$ cat src/rtl/simon_pkg.sv
// Shared definitions for the Simon score keeper: state encoding and widths.
// Latency: n/a (types and constants only).
// Backpressure: n/a.
package simon_pkg;

   localparam int SCORE_W = 6;
   localparam int CLK_HZ  = 5000000;

   typedef enum logic [1:0] {
      IDLE = 2'd0,
      PLAY = 2'd1,
      OVER = 2'd2
   } state_t;

endpackage

$ cat src/rtl/simon_sat_counter.sv
// Saturating up-counter with a synchronous clear-to-constant, used for score and round.
// Latency: count changes one cycle after clear/inc.
// Backpressure: none; inc beyond MAX_VAL is absorbed, the count holds at MAX_VAL.
module simon_sat_counter #(
   parameter int WIDTH     = 6,
   parameter int MAX_VAL   = 63,
   parameter int CLEAR_VAL = 0
) (
   input  logic             clk,
   input  logic             reset,
   input  logic             clear,
   input  logic             inc,
   output logic [WIDTH-1:0] count
);

   logic [WIDTH-1:0] count_q;
   logic [WIDTH-1:0] count_d;

   // Next count: clear wins over inc; inc stops at the ceiling instead of wrapping.
   always_comb begin
      count_d = count_q;
      if (clear) begin
         count_d = WIDTH'(CLEAR_VAL);
      end else if (inc && (count_q < WIDTH'(MAX_VAL))) begin
         count_d = count_q + 1'b1;
      end
   end

   // Count register; reset always returns to zero regardless of CLEAR_VAL.
   always_ff @(posedge clk) begin
      if (reset) begin
         count_q <= '0;
      end else begin
         count_q <= count_d;
      end
   end

   assign count = count_q;

endmodule

$ cat src/rtl/simon_score_keeper.sv
// Simon game score/round tracker with game-over hold; optional best score via SIMON_HIGH_SCORE_EN.
// Latency: every output changes one cycle after the input pulse that causes it.
// Backpressure: none; pulses arriving in states that ignore them are dropped.
module simon_score_keeper
   import simon_pkg::*;
#(
   parameter int MAX_SCORE   = 63,
   parameter int HOLD_CYCLES = CLK_HZ
) (
   input  logic               clk,
   input  logic               reset,
   input  logic               start,
   input  logic               round_pass,
   input  logic               round_fail,
   output logic [SCORE_W-1:0] score,
   output logic [SCORE_W-1:0] number,
   output logic               playing,
   output logic               game_over
);

   localparam int TMR_W = $clog2(HOLD_CYCLES + 1);

   state_t             state_q;
   state_t             state_d;
   logic [TMR_W-1:0]   timer_q;
   logic [TMR_W-1:0]   timer_d;
   logic               cnt_clr;
   logic               cnt_inc;
   logic [SCORE_W-1:0] score_q;
   logic [SCORE_W-1:0] round_q;

   // Score and round share clear/inc; round restarts at 1 on a new game.
   simon_sat_counter #(
      .WIDTH     (SCORE_W),
      .MAX_VAL   (MAX_SCORE),
      .CLEAR_VAL (0)
   ) u_score (
      .clk   (clk),
      .reset (reset),
      .clear (cnt_clr),
      .inc   (cnt_inc),
      .count (score_q)
   );

   simon_sat_counter #(
      .WIDTH     (SCORE_W),
      .MAX_VAL   (MAX_SCORE),
      .CLEAR_VAL (1)
   ) u_round (
      .clk   (clk),
      .reset (reset),
      .clear (cnt_clr),
      .inc   (cnt_inc),
      .count (round_q)
   );

   // Next state: start restarts from any state, fail beats pass, OVER counts down to IDLE.
   always_comb begin
      state_d = state_q;
      timer_d = timer_q;
      cnt_clr = 1'b0;
      cnt_inc = 1'b0;
      case (state_q)
         IDLE: begin
            if (start) begin
               state_d = PLAY;
               cnt_clr = 1'b1;
            end
         end
         PLAY: begin
            if (start) begin
               cnt_clr = 1'b1;
            end else if (round_fail) begin
               state_d = OVER;
               timer_d = TMR_W'(HOLD_CYCLES - 1);
            end else if (round_pass) begin
               cnt_inc = 1'b1;
            end
         end
         OVER: begin
            if (start) begin
               state_d = PLAY;
               cnt_clr = 1'b1;
            end else if (timer_q == '0) begin
               state_d = IDLE;
            end else begin
               timer_d = timer_q - 1'b1;
            end
         end
         default: begin
            state_d = IDLE;
         end
      endcase
   end

   // State and hold-timer registers.
   always_ff @(posedge clk) begin
      if (reset) begin
         state_q <= IDLE;
         timer_q <= '0;
      end else begin
         state_q <= state_d;
         timer_q <= timer_d;
      end
   end

`ifdef SIMON_HIGH_SCORE_EN
   logic [SCORE_W-1:0] best_q;
   logic [SCORE_W-1:0] best_d;

   // Capture a new best only at the moment a game ends.
   always_comb begin
      best_d = best_q;
      if ((state_q == PLAY) && (state_d == OVER) && (score_q > best_q)) begin
         best_d = score_q;
      end
   end

   // Best-score register, cleared only by reset.
   always_ff @(posedge clk) begin
      if (reset) begin
         best_q <= '0;
      end else begin
         best_q <= best_d;
      end
   end

   assign number = (state_q == PLAY) ? round_q : best_q;
`else
   assign number = round_q;
`endif

   assign score     = score_q;
   assign playing   = (state_q == PLAY);
   assign game_over = (state_q == OVER);

endmodule

$ cat config.mk
export PLATFORM = sky130hd
export DESIGN_NAME = simon_score_keeper
export DESIGN_NICKNAME = d
export VERILOG_FILES = /design/src/rtl/simon_pkg.sv /design/src/rtl/simon_sat_counter.sv /design/src/rtl/simon_score_keeper.sv
export SDC_FILE = /design/constraint.sdc
export NUM_CORES = 1
export LEC_CHECK = 0
export BUFFER_PORTS_ARGS = -buffer_cell sky130_fd_sc_hd__buf_4
export CAP_MARGIN = 20
export CORE_AREA = 4 4 72 74
export DETAILED_ROUTE_END_ITERATION = 7
export DIE_AREA = 0 0 76 78
export GPL_TIMING_DRIVEN = 0
export MAX_ROUTING_LAYER = met4
export PLACE_DENSITY_LB_ADDON = 0.25
export SYNTH_ARGS = -nofsm -noshare
export SYNTH_HDL_FRONTEND = slang
export SYNTH_SLANG_ARGS = --single-unit
$ cat constraint.sdc
create_clock -name clk -period 2.53 [get_ports clk]
set_input_delay 0.3795 -clock clk [delete_from_list [all_inputs] [get_ports clk]]
set_output_delay 0.3795 -clock clk [all_outputs]
set_load 0.02 [all_outputs]
==> impl_metrics.yaml, run 1 <==
outcome:
  status: "complete, no violations"
global_route:
  antenna_found_initial: 0
  grt_overflow: 0
  first_global_vias: 1380
  track_usage: 0.133
  grt_pass1_wl_um: 6360
  grt_max_degree: 13
detailed_routing:
  viasPerCell: 5.29
  drtIter0Drc: 51
  vias: 1456
  dr.pass1.iters: 4
  wl_per_cell_um: 12.9
  routed_wl_um: 3550
  ant_nets: 0
  drc_errors: 0
floorplanning:
  start_util: 0.395
  die-area_um2: 5930
  boundaryPins: 19
  row_count: 25
  die_w_um: 76
  chipHeight_um: 78
  core-area_um2: 4600
timing:
  period_minus_slack_ns: 2.33
  fin_ws_ns: 0.202
  fmax_mhz: 429
  hold_viol: 0
  max_slew_margin: 0.566
  setup_viol: 0
  worst_pin_slew_ns: 0.645
  finClkSkew_ns: 0.00568
  timing.final.crit_share: 0.920
  fin_setup_tns_ns: 0
  slew_viol_final: 0
  rsz0062_at_grt: "false"
clocking:
  ctsResizeCount: 0
  cts_hold_buf: 0
  numCtsBuffers: 5
  root_buffer: "clkbuf_8"
  cts_setup_buffers: 0
  path_clk_slew_ns: 0.07
  clock_path_buffers: 2
  cts_sinks: 37
  cts_tree: "done"
  clk_latency_ns: 0.29
  htreeDepth: 2
synth:
  syn_nets: 204
  ys_warn_count: 0
  synthDistinctLibCells: 44
  synth_top_cell_by_area: "dfxtp_1"
  ys_ff_latch: 37
  seq_area_frac_synth: 0.407
  ys_async_sr_fraction: 0
  synthFlopType: "dfxtp_1"
  synth_cells: 196
  synth_edf_count: 0
  synthTopCellsByArea: "dfxtp_1, xor2_1, nor2_1"
  syn_area_um2: 1820
  yosys.area.top_type_share: 0.407
  avgSynthCellArea_um2: 9.28
hold_path:
  hold_path_end: "timer_q[8]"
  hold_depth: 2
  hold_class: "in2reg"
  hp-start: "reset"
setup_path:
  worstSetupStartpointType: "flip-flop"
  r2r_slack_ns: 0.20
  worstPathArrival_ns: 2.49
  endpoint_kind: "flip-flop"
  critPathMaxFanout: 7
  r2r_start: "timer_q[9]"
  critPathKind: "reg2reg"
  timing.rr.end: "timer_q[2]"
  cp.required_ns: 2.69
  worst_r2r_path_depth: 7
power:
  leakage_nw: 0.788
  total_power_mw: 1.16
  cellPowerDensity_nw_per_um2: 552
  vdd_drop_max_v: 0.000284
layout:
  syn_to_final_growth_pct: 15.5
  fillCellCount: 463
  nNetsFinal: 228
  postLayoutCellArea_um2: 2100
  antenna_cells: 0
  drive_above_1_share: 0.190
place:
  postPlaceCellArea_um2: 2010
  hpwl_um: 2500
  pre_cts_ws_ns: 0.157
  numPortBuffers: 17
  place.gp.congestion: 0.766
run:
  drv_cap: 0
synth_stat cells, types with 2 or more instances:
| master | instances |
|---|---|
| or3_1 | 5 |
| buf_2 | 2 |
| or4_4 | 2 |
| a31oi_1 | 3 |
| and3_1 | 2 |
| nand2b_1 | 4 |
| a21oi_1 | 14 |
| nand2_1 | 11 |
| nor2_1 | 23 |
| ha_1 | 3 |
| nand3_1 | 2 |
| o211ai_1 | 3 |
| o2111ai_1 | 3 |
| xnor2_1 | 4 |
| mux2i_1 | 2 |
| nor4b_4 | 2 |
| o21ai_0 | 6 |
| dfxtp_1 | 37 |
| inv_1 | 6 |
| nand4_1 | 8 |
| nor2b_1 | 3 |
| o31ai_1 | 2 |
| nor3_1 | 7 |
| buf_6 | 2 |
| xor2_1 | 17 |
| o211a_1 | 2 |
| a211oi_1 | 4 |
layer usage:
metal / GRT usage / up-vias / wire (µm)
li1: - / 760 / -
met3: 0.0348 / 7 / 123
met4: 0.0534 / 0 / 50
met1: 0.162 / 666 / 1730
met5: - / - / 0
met2: 0.209 / 23 / 1650
kinds of logic (layout without fill, tap and decap cells):
family,after synthesis,count (layout),share of synthesized area
AOI/OAI and AO/OA,42,42,0.163
xor gates and xnor gates,21,21,0.101
adders and majority gates,3,3,0.0206
buffers and inverters,13,38,0.0385
DFF,37,37,0.407
muxes,2,2,0.0110
and+or+nand+nor,78,78,0.258
report_power, final:
part,total (mW),internal [mW],switching [mW],leakage [nW]
clock,0.399,0.190,0.209,0.0439
combinational,0.149,0.0620,0.0870,0.445
sequential,0.611,0.596,0.0151,0.300
sequential cells by signal, indices dropped and copies added (netlist names):
signal	cells
timer_q	23
u_round.count	6
state_q	2
u_score.count	6
critical path, cell delays in order (launching register included):
cell      delay, ns
dfxtp_1        0.35
or4_4          0.52
buf_6          0.15
or4b_4         0.47
buf_6          0.15
o21ba_4        0.24
a211oi_1       0.24
a311oi_1       0.08
worst max path at each step:
stage                     from  cells past startpoint           to  slack (ns)
finish              timer_q[9]                      7   timer_q[2]        0.20
global route        timer_q[9]                      7   timer_q[2]        0.11
CTS                 timer_q[9]                      7   timer_q[2]        0.21
detailed placement       start                      6  timer_q[11]        0.16
global placement         start                      6  timer_q[11]        0.16
floorplan           timer_q[9]                      7   timer_q[2]        0.31
cell usage in the layout (no fill, tap or decap), types with 2 or more instances in the layout:
| cell | n |
|---|---|
| nor3_1 | 7 |
| o31ai_1 | 2 |
| nor4b_4 | 2 |
| and3_1 | 2 |
| clkbuf_8 | 5 |
| buf_2 | 2 |
| or4_4 | 2 |
| o21ai_0 | 6 |
| ha_1 | 3 |
| dfxtp_1 | 37 |
| a211oi_1 | 4 |
| buf_6 | 2 |
| nor2b_1 | 3 |
| buf_4 | 18 |
| clkinv_2 | 2 |
| or3_1 | 5 |
| o211ai_1 | 3 |
| nor2_1 | 23 |
| mux2i_1 | 2 |
| nand4_1 | 8 |
| nand2_1 | 11 |
| a31oi_1 | 3 |
| xnor2_1 | 4 |
| a21oi_1 | 14 |
| o211a_1 | 2 |
| xor2_1 | 17 |
| o2111ai_1 | 3 |
| nand2b_1 | 4 |
| inv_1 | 6 |
| nand3_1 | 2 |
per-stage QoR:
step                      instances  hold WS, ns  utilization
after floorplan                 196        0.442            -
after global placement          267        0.456        0.438
after detailed placement        267        0.463        0.438
after CTS                       275        0.319        0.457
after global routing            275        0.333        0.457
final                           275        0.326        0.457
final cells by class:
type	instances	area, µm²	area share
sequential	37	741	0.353
clock inverter	3	17.5	0.00834
clock buffer	5	68.8	0.0328
multi-input combinational	146	1010	0.480
timing repair buffer	17	128	0.0608
tap	54	67.6	0.0322
buffer	7	47.5	0.0226
inverter	6	22.5	0.0107
(Power assumes the default switching activity.)
==> run 2: changes to the inputs <==
--- a/config.mk
+++ b/config.mk
@@ -7,9 +7,9 @@
 export LEC_CHECK = 0
 export BUFFER_PORTS_ARGS = -buffer_cell sky130_fd_sc_hd__buf_4
 export CAP_MARGIN = 20
-export CORE_AREA = 4 4 72 74
+export CORE_AREA = 4 4 76 71
 export DETAILED_ROUTE_END_ITERATION = 7
-export DIE_AREA = 0 0 76 78
+export DIE_AREA = 0 0 80 75
 export GPL_TIMING_DRIVEN = 0
 export MAX_ROUTING_LAYER = met4
 export PLACE_DENSITY_LB_ADDON = 0.25
==> run 2 against run 1 <==
Net effect:
- maximum frequency rose by 0.69%
- sequential cell count did not move
- routed wire length fell by 2.0%
- highest routed layer unchanged
- sequential power barely moved
- non-clock buffer count did not move
==> impl_metrics.yaml, run 2 (synthesis results as in run 1) <==
outcome:
  status: "complete, no violations"
power:
  vdd_drop_max_v: 0.000254
  pwr-share-comb: 0.126
  switching_share: 0.257
  p_switching_mw: 0.303
  pwr-share-seq: 0.520
  total_power_mw: 1.18
  leakage_nw: 0.789
  cellPowerDensity_nw_per_um2: 557
  p_clk_frac: 0.354
  intPower_mw: 0.874
setup_path:
  worstPathArrival_ns: 2.48
  r2r_start: "timer_q[9]"
  endpoint_kind: "flip-flop"
  critPathKind: "reg2reg"
  critPathMaxFanout: 7
  cp.required_ns: 2.69
  worstSetupStartpointType: "flip-flop"
  cp-startpoint: "timer_q[9]"
clocking:
  htreeDepth: 2
  cts_hold_buf: 0
  clk_latency_ns: 0.29
  root_buffer: "clkbuf_8"
  clock_path_buffers: 2
  cts_tree: "done"
  numCtsBuffers: 5
  cts_setup_buffers: 0
  ctsResizeCount: 0
  path_clk_slew_ns: 0.07
  cts_sinks: 37
detailed_routing:
  drt-met1-wl_um: 1830
  routed_wl_um: 3480
  vias: 1441
  highest_layer: "met4"
  wl_per_cell_um: 12.2
  drc_errors: 0
  ant_nets: 0
  drtIter0Drc: 77
  wl_met2_um: 1490
  viasPerCell: 5.06
  dr.pass1.iters: 4
  met3RoutedLength_um: 106
timing:
  slew_viol_final: 0
  fmax_mhz: 432
  hold_viol: 0
  timing.final.crit_share: 0.914
  max_slew_margin: 0.554
  period_minus_slack_ns: 2.31
  fin_setup_tns_ns: 0
  setup_viol: 0
  fin_ws_ns: 0.218
  finClkSkew_ns: 0.00568
  rsz0062_at_grt: "false"
  worst_pin_slew_ns: 0.662
layout:
  antenna_cells: 0
  final_cells: 285
  largest_reg_flops: 23
  fillCellCount: 484
  layout_common_cells: "dfxtp_1, nor2_1, buf_4"
  nNetsFinal: 228
  post-route-util: 0.451
  final_common_cell: "dfxtp_1"
  drive_above_1_share: 0.182
  syn_to_final_growth_pct: 16.2
  regMostFlops: "timer_q"
floorplanning:
  boundaryPins: 19
  start_util: 0.388
  core-area_um2: 4680
  die_w_um: 80
  row_count: 24
  chipHeight_um: 75
  die-area_um2: 6000
place:
  hpwl_um: 2440
  placed_cells: 278
  numPortBuffers: 17
  pre_cts_ws_ns: 0.172
  place.gp.congestion: 0.760
global_route:
  track_usage: 0.130
  grt_overflow: 0
  grt_pass1_wl_um: 5820
  antenna_found_initial: 0
  first_global_vias: 1247
  grt_max_degree: 11
run:
  drv_cap: 0
hold_path:
  hold_class: "in2reg"
  hp-start: "reset"
## run 2: critical path, cell delays in order (launching register included)
cell      delay (ns)
dfxtp_1         0.35
or4_4           0.52
buf_6           0.15
or4b_4          0.48
buf_6           0.15
o21ba_4         0.24
a211oi_1        0.23
a311oi_1        0.07
## run 2: layout make-up
cell class / count / area (µm²) / share of cell area
Tap cell: 65 / 81.3 / 0.0385
Sequential cell: 37 / 741 / 0.351
Clock buffer: 7 / 86.3 / 0.0409
Timing Repair Buffer: 17 / 128 / 0.0604
Multi-Input combinational cell: 146 / 1010 / 0.477
Buffer: 7 / 47.5 / 0.0225
Inverter: 6 / 22.5 / 0.0107
## run 2: metrics by stage
stage | hold WS (ns) | instance area, µm²
2_1_floorplan | 0.442 | 1820
3_3_place_gp | 0.465 | 2030
3_5_place_dp | 0.471 | 2030
4_1_cts | 0.314 | 2110
5_1_grt | 0.316 | 2110
6_report | 0.321 | 2110
## run 2: path summary, 6_finish.rpt
kind	endpoint	depth (start not counted)	slack, ns
setup / recovery	timer_q[2]	7	0.22
hold / removal	timer_q[8]	2	0.32
setup reg to reg	timer_q[2]	7	0.22
hold reg to reg	timer_q[15]	2	0.48
## run 2: power by group through the flow
stage | Sequential (mW) | Clock (mW) | Combinational (mW)
floorplan | 0.623 | 0 | 0.117
global placement | 0.624 | 0 | 0.149
detailed placement | 0.624 | 0 | 0.149
CTS | 0.611 | 0.430 | 0.150
global route | 0.613 | 0.453 | 0.162
finish | 0.611 | 0.417 | 0.149
## run 2: layer usage
layer,vias up,GRT usage
met2,18,0.176
met4,0,0.0507
li1,762,-
met5,-,-
met3,7,0.0395
met1,654,0.180
==> run 3: changes to the inputs <==
--- a/config.mk
+++ b/config.mk
@@ -7,12 +7,13 @@
 export LEC_CHECK = 0
 export BUFFER_PORTS_ARGS = -buffer_cell sky130_fd_sc_hd__buf_4
 export CAP_MARGIN = 20
-export CORE_AREA = 4 4 76 71
+export CORE_AREA = 5 5 77 72
 export DETAILED_ROUTE_END_ITERATION = 7
-export DIE_AREA = 0 0 80 75
+export DIE_AREA = 0 0 82 77
 export GPL_TIMING_DRIVEN = 0
 export MAX_ROUTING_LAYER = met4
 export PLACE_DENSITY_LB_ADDON = 0.25
+export REMOVE_ABC_BUFFERS = 1
 export SYNTH_ARGS = -nofsm -noshare
 export SYNTH_HDL_FRONTEND = slang
 export SYNTH_SLANG_ARGS = --single-unit
==> run 3 against run 2 <==
Net effect:
- critical endpoint is now timer_q[11]
- cell area decreased by 2.2%
- non-clock buffer count shrank 6
- hold slack improved by 0.084 ns
- via count fell by 2.7%
- critical path type unchanged
- highest routed layer unchanged
- die area rose by 5.2%
==> impl_metrics.yaml, run 3 (synthesis results as in run 1) <==
setup_path:
  timing.rr.end: "timer_q[11]"
  r2r_start: "state_q[1]"
  worstPathArrival_ns: 2.48
  path_cells: "or3b_2, nor3_4, o211ai_4, or4_2, a31oi_1"
  r2r_slack_ns: 0.26
  cp.required_ns: 2.74
  critPathMaxFanout: 6
  slowest_delay_ns: 0.56
  worstSetupStartpointType: "flip-flop"
  critPathKind: "reg2reg"
  worst_r2r_path_depth: 5
  cp_slowest_cell: "or4_2"
  endpoint_kind: "flip-flop"
timing:
  fin_setup_tns_ns: 0
  max_slew_margin: 0.549
  hold_viol: 0
  finClkSkew_ns: 0.00270
  timing.final.crit_share: 0.897
  period_minus_slack_ns: 2.27
  setup_viol: 0
  worst_pin_slew_ns: 0.670
  rsz0062_at_grt: "false"
  slew_viol_final: 0
  fmax_mhz: 441
power:
  cellPowerDensity_nw_per_um2: 549
  pwr-share-comb: 0.120
  intPower_mw: 0.843
  vdd_drop_max_v: 0.000321
  pwr-share-seq: 0.538
  p_clk_frac: 0.342
  leakage_nw: 0.763
  p_switching_mw: 0.292
  switching_share: 0.257
layout:
  layout_common_cells: "dfxtp_1, nor2_1, buf_4"
  final_common_cell: "dfxtp_1"
  nNetsFinal: 222
  postLayoutCellArea_um2: 2070
  regMostFlops: "timer_q"
  drive_above_1_share: 0.163
  antenna_cells: 0
  syn_to_final_growth_pct: 13.7
  largest_reg_flops: 23
hold_path:
  hold_depth: 3
  hold_class: "in2reg"
  hp-start: "start"
  hold_path_end: "u_round.count[0]"
clocking:
  path_clk_slew_ns: 0.07
  htreeDepth: 2
  clk_latency_ns: 0.28
  cts_tree: "done"
  root_buffer: "clkbuf_8"
  cts_setup_buffers: 0
  cts_hold_buf: 0
  ctsResizeCount: 0
  cts_sinks: 37
  clock_path_buffers: 2
  numCtsBuffers: 5
floorplanning:
  start_util: 0.388
  chipHeight_um: 77
  boundaryPins: 19
  die_w_um: 82
  core-area_um2: 4680
  die-area_um2: 6310
  row_count: 24
place:
  postPlaceCellArea_um2: 1990
  numPortBuffers: 18
  place.gp.congestion: 0.750
  hpwl_um: 2370
detailed_routing:
  routed_wl_um: 3420
  vias: 1402
  dr.pass1.iters: 4
  drc_errors: 0
  drtIter0Drc: 104
  wl_per_cell_um: 12.2
  viasPerCell: 5.01
  ant_nets: 0
global_route:
  antenna_found_initial: 0
  grt_overflow: 0
  first_global_vias: 1333
  track_usage: 0.120
  grt_pass1_wl_um: 5890
  grt_max_degree: 19
run:
  drv_cap: 0
outcome:
  status: "complete, no violations"
## run 3: stage by stage
step | setup slack (ns) | utilization | std cells | hold WS (ns) | power, mW
global route | 0.141 | 0.441 | 280 | 0.432 | 1.19
detailed placement | 0.158 | 0.424 | 272 | 0.468 | 0.760
floorplan | 0.386 | - | 189 | 0.442 | 0.724
finish | 0.261 | 0.441 | 280 | 0.405 | 1.14
CTS | 0.251 | 0.441 | 280 | 0.395 | 1.15
global placement | 0.178 | 0.424 | 272 | 0.464 | 0.760
## run 3: worst max-delay path: cells and delay by family (launching register included)
family	cells	cell delay, ns
flops	1	0.41
simple gates	3	1.47
compound gates	2	0.33
## run 3: how the worst max path moves through the flow
| stage | startpoint | to | slack, ns | depth (start not counted) |
|---|---|---|---|---|
| 5_1_grt | state_q[1] | timer_q[11] | 0.14 | 5 |
| 4_1_cts | state_q[1] | timer_q[11] | 0.25 | 5 |
| 2_1_floorplan | timer_q[4] | timer_q[2] | 0.39 | 5 |
| 3_5_place_dp | start | timer_q[11] | 0.16 | 6 |
| 3_3_place_gp | start | timer_q[11] | 0.18 | 6 |
| 6_report | state_q[1] | timer_q[11] | 0.26 | 5 |
## run 3: power by group through the flow
stage	logic (mW)	clock network, mW	registers [mW]
after CTS	0.137	0.404	0.611
final	0.136	0.388	0.611
after global routing	0.149	0.431	0.613
after floorplan	0.101	0	0.623
after detailed placement	0.136	0	0.624
after global placement	0.136	0	0.624
## run 3: layer usage
| metal | track usage | part of all wire | vias to the layer above |
|---|---|---|---|
| li1 | - | - | 742 |
| met2 | 0.170 | 0.43 | 15 |
| met4 | 0.0349 | 0.011 | 0 |
| met3 | 0.0351 | 0.025 | 4 |
| met5 | - | 0 | - |
| met1 | 0.164 | 0.53 | 641 |
## run 3: cell type report
cell class / instances / area [µm²]
Sequential cell: 37 / 741
Clock buffer: 8 / 80.1
Inverter: 6 / 22.5
Tap cell: 65 / 81.3
Fill cell: 497 / 2620
Multi-Input combinational cell: 146 / 1010
Timing Repair Buffer: 18 / 135
